## src/rtl/rv32i_mem_pkg.sv

```systemverilog
// Purpose: shared types, funct3 codes and access legality for the RV32I load/store path.
// Latency: n/a (types and a pure function only).
// Backpressure: n/a.
package rv32i_mem_pkg;

  typedef enum logic [1:0] {
    IDLE   = 2'd0,
    ACCESS = 2'd1,
    DONE   = 2'd2
  } lsu_state_t;

  localparam logic [2:0] F3_LB  = 3'b000;
  localparam logic [2:0] F3_LH  = 3'b001;
  localparam logic [2:0] F3_LW  = 3'b010;
  localparam logic [2:0] F3_LBU = 3'b100;
  localparam logic [2:0] F3_LHU = 3'b101;

  // Stores share codes 000/001/010 with LB/LH/LW; 1xx is load-only.
  function automatic logic access_legal(input logic       is_store,
                                        input logic [2:0] f3,
                                        input logic [1:0] ea_lo);
    logic ok;
    case (f3)
      F3_LB:   ok = 1'b1;
      F3_LH:   ok = ~ea_lo[0];
      F3_LW:   ok = (ea_lo == 2'b00);
      F3_LBU:  ok = ~is_store;
      F3_LHU:  ok = ~is_store & ~ea_lo[0];
      default: ok = 1'b0;
    endcase
    return ok;
  endfunction

endpackage

```

## src/rtl/load_extend.sv

```systemverilog
// Purpose: pick the addressed byte/halfword of a read word and sign/zero-extend it.
// Latency: combinational.
// Backpressure: none; output follows inputs.
module load_extend
  import rv32i_mem_pkg::*;
(
  input  logic [31:0] bus_rdata,
  input  logic [1:0]  ea_lo,
  input  logic [2:0]  funct3,
  output logic [31:0] load_data
);

  logic [31:0] shifted;

  // Move the addressed lane down to bit 0, then extend per funct3.
  always_comb begin
    shifted = bus_rdata >> {ea_lo, 3'b000};
    case (funct3)
      F3_LB:   load_data = {{24{shifted[7]}}, shifted[7:0]};
      F3_LH:   load_data = {{16{shifted[15]}}, shifted[15:0]};
      F3_LBU:  load_data = {24'd0, shifted[7:0]};
      F3_LHU:  load_data = {16'd0, shifted[15:0]};
      default: load_data = shifted;
    endcase
  end

endmodule

```

## src/rtl/load_store_unit.sv

```systemverilog
// Purpose: RV32I load/store unit; one ack-based bus access per instruction, load writeback.
// Latency: accept N, bus strobe N+1, writeback N+2 plus one cycle per ack wait.
// Backpressure: stall holds the core from a legal accept until the DONE cycle; bus waits on bus_ack.
module load_store_unit
  import rv32i_mem_pkg::*;
(
  input  logic        clk,
  input  logic        rst,
  input  logic        mem_en,
  input  logic        mem_write,
  input  logic [2:0]  funct3,
  input  logic [31:0] rs1_val,
  input  logic [31:0] rs2_val,
  input  logic [31:0] imm,
  input  logic [4:0]  rd,
  input  logic        bus_ack,
  input  logic [31:0] bus_rdata,
  output logic [31:0] bus_addr,
  output logic [31:0] bus_wdata,
  output logic [3:0]  bus_be,
  output logic        bus_read,
  output logic        bus_write,
  output logic        stall,
  output logic [31:0] wb_data,
  output logic [4:0]  wb_rd,
  output logic        wb_en,
  output logic        fault
);

  lsu_state_t  state;
  logic [31:0] ea;
  logic        legal;
  logic [3:0]  st_be;
  logic [31:0] st_wdata;

  logic        store_q;
  logic [2:0]  f3_q;
  logic [1:0]  ea_lo_q;
  logic [4:0]  rd_q;
  logic [31:0] ext_data;

  load_extend u_load_extend (
    .bus_rdata (bus_rdata),
    .ea_lo     (ea_lo_q),
    .funct3    (f3_q),
    .load_data (ext_data)
  );

  // Effective address and legality of the request presented this cycle.
  always_comb begin
    ea    = rs1_val + imm;
    legal = access_legal(mem_write, funct3, ea[1:0]);
  end

  // Lane enables and replicated store data for the request presented this cycle.
  always_comb begin
    st_be    = 4'b1111;
    st_wdata = 32'd0;
    if (mem_write) begin
      case (funct3[1:0])
        2'b00: begin
          st_be    = 4'b0001 << ea[1:0];
          st_wdata = {4{rs2_val[7:0]}};
        end
        2'b01: begin
          st_be    = ea[1] ? 4'b1100 : 4'b0011;
          st_wdata = {2{rs2_val[15:0]}};
        end
        default: begin
          st_be    = 4'b1111;
          st_wdata = rs2_val;
        end
      endcase
    end
  end

  // Stall is combinational so the core freezes in the accept cycle; forced low in reset.
  always_comb begin
    stall = rst & (((state == IDLE) & mem_en & legal) | (state == ACCESS));
  end

  // Control FSM with registered bus, writeback and fault outputs.
  always_ff @(posedge clk or negedge rst) begin
    if (!rst) begin
      state     <= IDLE;
      bus_addr  <= 32'd0;
      bus_wdata <= 32'd0;
      bus_be    <= 4'd0;
      bus_read  <= 1'b0;
      bus_write <= 1'b0;
      wb_data   <= 32'd0;
      wb_rd     <= 5'd0;
      wb_en     <= 1'b0;
      fault     <= 1'b0;
      store_q   <= 1'b0;
      f3_q      <= 3'd0;
      ea_lo_q   <= 2'd0;
      rd_q      <= 5'd0;
    end else begin
      fault <= 1'b0;
      wb_en <= 1'b0;
      case (state)
        IDLE: begin
          if (mem_en) begin
            if (!legal) begin
              fault <= 1'b1;
            end else begin
              bus_addr  <= {ea[31:2], 2'b00};
              bus_wdata <= st_wdata;
              bus_be    <= st_be;
              bus_read  <= ~mem_write;
              bus_write <= mem_write;
              store_q   <= mem_write;
              f3_q      <= funct3;
              ea_lo_q   <= ea[1:0];
              rd_q      <= rd;
              state     <= ACCESS;
            end
          end
        end
        ACCESS: begin
          if (bus_ack) begin
            bus_read  <= 1'b0;
            bus_write <= 1'b0;
            wb_data   <= store_q ? 32'd0 : ext_data;
            wb_rd     <= rd_q;
            wb_en     <= ~store_q & (rd_q != 5'd0);
            state     <= DONE;
          end
        end
        DONE:    state <= IDLE;
        default: state <= IDLE;
      endcase
    end
  end

endmodule

```

## config.mk

```make
export PLATFORM = sky130hd
export DESIGN_NAME = load_store_unit
export DESIGN_NICKNAME = d
export VERILOG_FILES = /design/src/rtl/rv32i_mem_pkg.sv /design/src/rtl/load_extend.sv /design/src/rtl/load_store_unit.sv
export SDC_FILE = /design/constraint.sdc
export NUM_CORES = 1
export LEC_CHECK = 0
export BUFFER_PORTS_ARGS = -buffer_cell sky130_fd_sc_hd__buf_2
export CAP_MARGIN = 15
export CELL_PAD_IN_SITES_DETAIL_PLACEMENT = 1
export CELL_PAD_IN_SITES_GLOBAL_PLACEMENT = 1
export CORE_UTILIZATION = 33
export CTS_BUF_LIST = sky130_fd_sc_hd__clkbuf_4 sky130_fd_sc_hd__clkbuf_8 sky130_fd_sc_hd__clkbuf_16
export DETAILED_ROUTE_END_ITERATION = 8
export PLACE_DENSITY = 0.72
export SLEW_MARGIN = 20
export SYNTH_ARGS = -nofsm -noshare
export SYNTH_HDL_FRONTEND = slang
export SYNTH_SLANG_ARGS = --single-unit
```

## constraint.sdc

```tcl
create_clock -name clk -period 1.86 [get_ports clk]
set_input_delay 0.186 -clock clk [delete_from_list [all_inputs] [get_ports clk]]
set_output_delay 0.186 -clock clk [all_outputs]
set_load 0.005 [all_outputs]
```

# Word-level counts from Yosys, hierarchy flattened
# Cells that the tools add are included.
dict set report totals {
  ff_bits 120
  inputBits 141
  out_inout_bits 110
  wordCells 73
}
dict set report classes {
  addsub 1
  n_eq_ne 12
  n_shift 2
  n_mux 24
  bitwise 9
  n_reduce_logical 11
}
# op count
set op_table {}
lappend op_table {{32-bit one-hot mux with 4 select lines} 1}
lappend op_table {{32-bit 2-to-1 mux} 2}
lappend op_table {{32-bit one-hot mux with 2 select lines} 1}
lappend op_table {{32-bit adder} 1}
lappend op_table {{32-bit by 5-bit right shift with 32-bit output} 1}
lappend op_table {{3-bit == test (second input constant)} 4}
lappend op_table {{1-bit 2-to-1 mux} 10}
lappend op_table {{4-bit 2-to-1 mux} 2}
lappend op_table {{4-bit one-hot mux with 2 select lines} 1}
lappend op_table {{3-bit by 1-bit == test with 1-bit output (second input constant)} 2}
lappend op_table {{2-bit logical NOT} 3}
lappend op_table {{3-bit logical NOT} 2}
lappend op_table {{2-bit 2-to-1 mux} 3}
lappend op_table {{2-bit inequality test (second input constant)} 3}
lappend op_table {{3-bit AND reduction} 2}
lappend op_table {{1-bit bitwise AND} 5}
lappend op_table {{1-bit one-hot mux with 5 select lines} 1}
lappend op_table {{5-bit nonzero test} 1}
lappend op_table {{2-bit by 1-bit == test with 1-bit output (second input constant)} 2}
lappend op_table {{1-bit one-hot mux with 2 select lines} 2}
lappend op_table {{2-bit one-hot mux with 2 select lines} 1}
lappend op_table {{4-bit AND reduction} 1}
lappend op_table {{1-bit by 2-bit << shifter with 4-bit output (first input constant)} 1}
lappend op_table {{3-bit by 2-bit == test with 1-bit output (second input constant)} 1}
lappend op_table {{4 further kinds} 6}

# Longest topological paths before layout
dict set report depth {
  word_depth 7
  ltp_mapped 10
  mapped_depth_nobuf 10
}

# Cells and area by module
# From an unflattened synthesis, not the netlist that was laid out.
dict set report unflattened {
  hier_cells 897
  hier_area_um2 7488.4
}
# mod instances cells_per_inst area_per_inst_um2 seq_area_each_um2
set by_module_without_submodules {}
lappend by_module_without_submodules {load_store_unit 1 790 6794.0 3002.9}
lappend by_module_without_submodules {load_extend 1 107 694.4 0.0}

# Worst setup path before layout
# No wires, ideal clock.
dict set report synth_path {
  path_kind {input port to flip-flop}
  from {input port rs1_val[0]}
  to {register bus_addr[26]}
  setup_ns 0.069
  arrival_ns 2.197
  required_time_ns 1.791
  path_slack_ns -0.406
  stages 10
  path_buffers 0
  path_cell_list {ha_1 inv_1 fa_1 and2b_2 o211ai_1 a211oi_2 o31a_2 a21oi_2 or4_1 nand3_1}
}
dict set report synth_between {
  elab_chain_len 5
  elab_cells_between_ends 6
  classes_between {add/sub: 1; mux: 1; bitwise: 2; reduce/logical: 2}
}
# element line
set synth_rtl {}
lappend synth_rtl {{from (decl)} load_store_unit.sv:12} ;# input logic [31:0] rs1_val,
lappend synth_rtl {{32-bit adder *} load_store_unit.sv:51} ;# ea = rs1_val + imm;
lappend synth_rtl {{1-bit NOT} {rv32i_mem_pkg.sv:25, rv32i_mem_pkg.sv:28}}
lappend synth_rtl {{1-bit bitwise AND} rv32i_mem_pkg.sv:28} ;# F3_LHU: ok = ~is_store & ~ea_lo[0];
lappend synth_rtl {{1-bit one-hot mux with 5 select lines} rv32i_mem_pkg.sv:23} ;# case (f3)
lappend synth_rtl {{3-bit AND reduction (no source line)} --}
lappend synth_rtl {{to (signal assigned)} load_store_unit.sv:108} ;# bus_addr <= {ea[31:2], 2'b00};
lappend synth_rtl {{to (decl)} load_store_unit.sv:18} ;# output logic [31:0] bus_addr,
# Every way passes the cells marked *; elsewhere a longest branch is shown, timed or not.
# A chain may end at the register's enable or synchronous reset.

# Worst setup path after layout
dict set report layout_path {
  from {input port imm[0]}
  to {register bus_addr[26]}
}
dict set report layout_between {
  elab_chain_len 5
  elab_cells_between_ends 6
  classes_between {add/sub: 1; mux: 1; bitwise: 2; reduce/logical: 2}
}
# element line
set layout_rtl {}
lappend layout_rtl {{from (decl)} load_store_unit.sv:14} ;# input logic [31:0] imm,
lappend layout_rtl {{32-bit adder *} load_store_unit.sv:51}
lappend layout_rtl {{1-bit NOT} {rv32i_mem_pkg.sv:25, rv32i_mem_pkg.sv:28}}
lappend layout_rtl {{1-bit bitwise AND} rv32i_mem_pkg.sv:28}
lappend layout_rtl {{1-bit one-hot mux with 5 select lines} rv32i_mem_pkg.sv:23}
lappend layout_rtl {{3-bit AND reduction (no source line)} --}
# Marked as above.

==> metrics.md <==
| Metric | Value |
|---|---|
| First-pass GRT wire length | 40.73 mm |
| Post-route cell area | 10670 um2 |
| DP Wirelength | 19.63 mm |
| Die Width | 150.9 um |
| Worst-path fanout max | 5 |
| Initial antenna violation count | 1 |
| Die Area | 22760 um2 |
| Clock Skew | 0.009807 ns |
| Clock Sinks | 120 |
| DP Area | 9818 um2 |
| Number of synthesized register bits | 120 |
| Post-synth EDFFs | 0 |
| Overall routed net length | 26.22 mm |
| Vias | 7680 |
| Hold Slack | 0.02276 ns |
| Layout area overhead | 45.88% |
| Commonest non-fill, non-tap cell in the layout | buf_2 |
| Worst setup SP type | primary input |
| WL per Instance | 17.52 um |
| # Max-Cap Violations | 0 |
| Most frequent cells in the layout | buf_2, nand2_1, buf_4 |
| H-tree depth | 4 |
| Setup crit end kind | flip-flop |
| Measured slew at the worst slew-check pin | 0.6589 ns |
| Critical path class | primary input to flip-flop |
| Max_slew headroom | 56.07% |
| Routed Antenna Nets | 0 |
| Synthesized area | 7312 um2 |
| Hold Crit Class | primary input to flip-flop |
| Vias per inst | 5.130 |
| Cells after Synth | 850 |
| Avg Cell Area, Syn | 8.602 um2 |
| PnR worst setup slack | -0.1914 ns |
| Max-slew violations | 0 |
| Max frequency | 487.5 MHz |
| DRC | 0 |
| PortBufs | 248 |
| DR iter-0 viols | 293 |
| CTS clk-pin slew, worst paths | 0.06 ns |
| Clock latency on the worst-skew pair | 0.41 ns |
| Status | finished with violations |
| Failing checks | setup timing |
| Yosys warnings | 0 |
| Num CTS Buffers | 17 |
| Clk root buf | clkbuf_16 |
| Nets | about 1400 |
| Critical Path RT | 2.20 ns |
| CTS tree | built |
| Clk buf depth | 2 |
| Ys flop type | dfrtp_1 |
| CP Data Arrival Time | 2.39 ns |
| Post-synth cell types | 64 |
| Share of cells above drive strength 1 | between 30 and 40% |
| RSZ-0062 raised after global routing | yes |
| DR pass1 iterations | 4 |
| Row Count | 54 |
| RePlAce Congestion | 0.9209 |
| Final hold vios | 0 |
| I/O Pins | 251 |
| Vias in the first global route | ~7800 |
| Placeable Area | 21760 um2 |
| Post-route clock period utilization | 110.3% |
| Seq/Total Area, Yosys | 41.07% |
| Die Ht | 150.9 um |
| Pin count of the biggest net entering global routing | ~120 |
| Post-layout min period | 2.051 ns |
| Starting density of the core | between 30% and 40% |
| Setup violations, final | 8 |
| Max IR drop VDD | around 0.0006 V |
| Global route overflow | 0 |
| Pwr/cell area | 1107 nW/um2 |
| Asr flop ratio synth | 100.0% |
| Leakage power | 5.417 nW |
| GRT Util Overall | between 20 and 25% |
==> state kept, by name, summed over array words and instances (netlist names), 3 cells and up <==
| name | cells |
|---|---|
| bus_addr | 30 |
| bus_be | 4 |
| bus_wdata | 32 |
| f3_q | 3 |
| rd_q | 5 |
| wb_data | 32 |
| wb_rd | 5 |
==> final cells by class <==
class,instances,area [um2]
Timing Repair Buffer,388,2370
Clock inverter,15,145.1
Fill cell,2640,11090
Clock buffer,17,425.4
Tap cell,280,350.3
Multi-Input combinational cell,664,4325
Sequential cell,120,3003
Antenna cell,1,2.502
Inverter,12,45.04
==> what timing repair did <==
action	in CTS	in global routing
pin swaps	14	16
hold buffers	7	0
endpoints found under the hold margin	126	0
endpoints found under the setup margin	10	18
resized for setup	8	19
setup buffers	7	4
==> report_power, final <==
| group | leakage (nW) | total, mW | internal (mW) | switching (mW) |
|---|---|---|---|---|
| clock | 0.282 | 3.23 | 1.87 | 1.36 |
| combinational | 3.61 | 4.39 | 2.09 | 2.30 |
| sequential | 1.53 | 4.18 | 3.56 | 0.616 |
| total | 5.42 | 11.8 | 7.53 | 4.27 |
==> worst max-delay path: stages <==
cell and delay (ns):
buf_6 0.08, ha_4 0.13, inv_2 0.04, fa_2 0.34, and2b_2 0.23, o211ai_1 0.14
buf_4 0.18, a211oi_4 0.28, o31a_4 0.22, a21oi_4 0.07, or4_1 0.40, nand3_1 0.09
==> cell families after synthesis <==
| logic type | after synthesis | share of synthesized area (%) |
|---|---|---|
| fa+ha+maj | 32 | 5.578 |
| buf+inv | 67 | 3.953 |
| simple gates | 338 | 20.07 |
| mux | 41 | 5.886 |
| compound gates | 229 | 20.76 |
| other cells | 1 | 0.05129 |
| flops | 120 | 41.07 |
| xor+xnor | 22 | 2.635 |
==> layer usage <==
| layer | vias up | global-route usage, % | routed length, um |
|---|---|---|---|
| met1 | 3711 | 30.13 | 11660 |
| li1 | 3718 | - | - |
| met2 | 220 | 38.83 | 12830 |
| met3 | 31 | 3.193 | 1150 |
| met4 | 0 | 7.550 | 584 |
| met5 | - | 0 | 0 |
==> Yosys cell counts, types with 7 or more instances <==
cell type | number | area [um2]
nand2_1 | 210 | 788.3
dfrtp_1 | 120 | 3003
o21ai_0 | 73 | 365.4
a21oi_1 | 52 | 260.3
nand3_1 | 47 | 235.2
clkbuf_1 | 38 | 142.6
ha_1 | 31 | 387.9
nor2_1 | 31 | 116.4
mux2i_1 | 25 | 250.2
a22o_1 | 17 | 148.9
mux2_2 | 16 | 180.2
xor2_1 | 13 | 113.9
inv_1 | 12 | 45.04
a21o_1 | 11 | 82.58
nor2b_1 | 11 | 68.82
a211o_1 | 10 | 87.58
o21a_1 | 9 | 67.56
xnor2_1 | 9 | 78.83
nand4_1 | 8 | 50.05
a211oi_1 | 7 | 52.55
a32o_1 | 7 | 70.07
buf_1 | 7 | 26.28
nor3_1 | 7 | 35.03
==> through the flow <==
| stage | setup slack [ns] | setup TNS, ns | cells | utilization (%) | power (mW) |
|---|---|---|---|---|---|
| 2_1_floorplan | -0.2933 | -1.882 | 851 | - | 6.322 |
| 6_report | -0.1914 | -0.7970 | 1497 | 49.03 | 11.81 |
| 5_1_grt | -0.2860 | -2.018 | 1497 | 49.03 | 12.64 |
| 3_5_place_dp | -0.6239 | -23.08 | 1446 | 45.13 | 8.544 |
| 4_1_cts | -0.1230 | -0.4783 | 1492 | 48.48 | 11.90 |
| 3_3_place_gp | -0.5378 | -20.20 | 1446 | 45.13 | 8.388 |
==> worst paths after layout <==
check                      slack, ns  cells past startpoint                     start                        to
max                            -0.19                     12                    imm[0]  bus_addr[26]$_DFFE_PN0P_
min                             0.02                      3                 funct3[2]       f3_q[2]$_DFFE_PN0P_
max reg2reg                     0.16                      8    ea_lo_q[0]$_DFFE_PN0P_   wb_data[17]$_DFFE_PN0P_
min reg2reg                     0.46                      2  bus_wdata[8]$_DFFE_PN0P_  bus_wdata[8]$_DFFE_PN0P_
max in group asynchronous       0.92                      3                       rst   bus_addr[8]$_DFFE_PN0P_
min in group asynchronous       0.47                      3                       rst   wb_data[12]$_DFFE_PN0P_
Power figures use the tool's default switching activity.
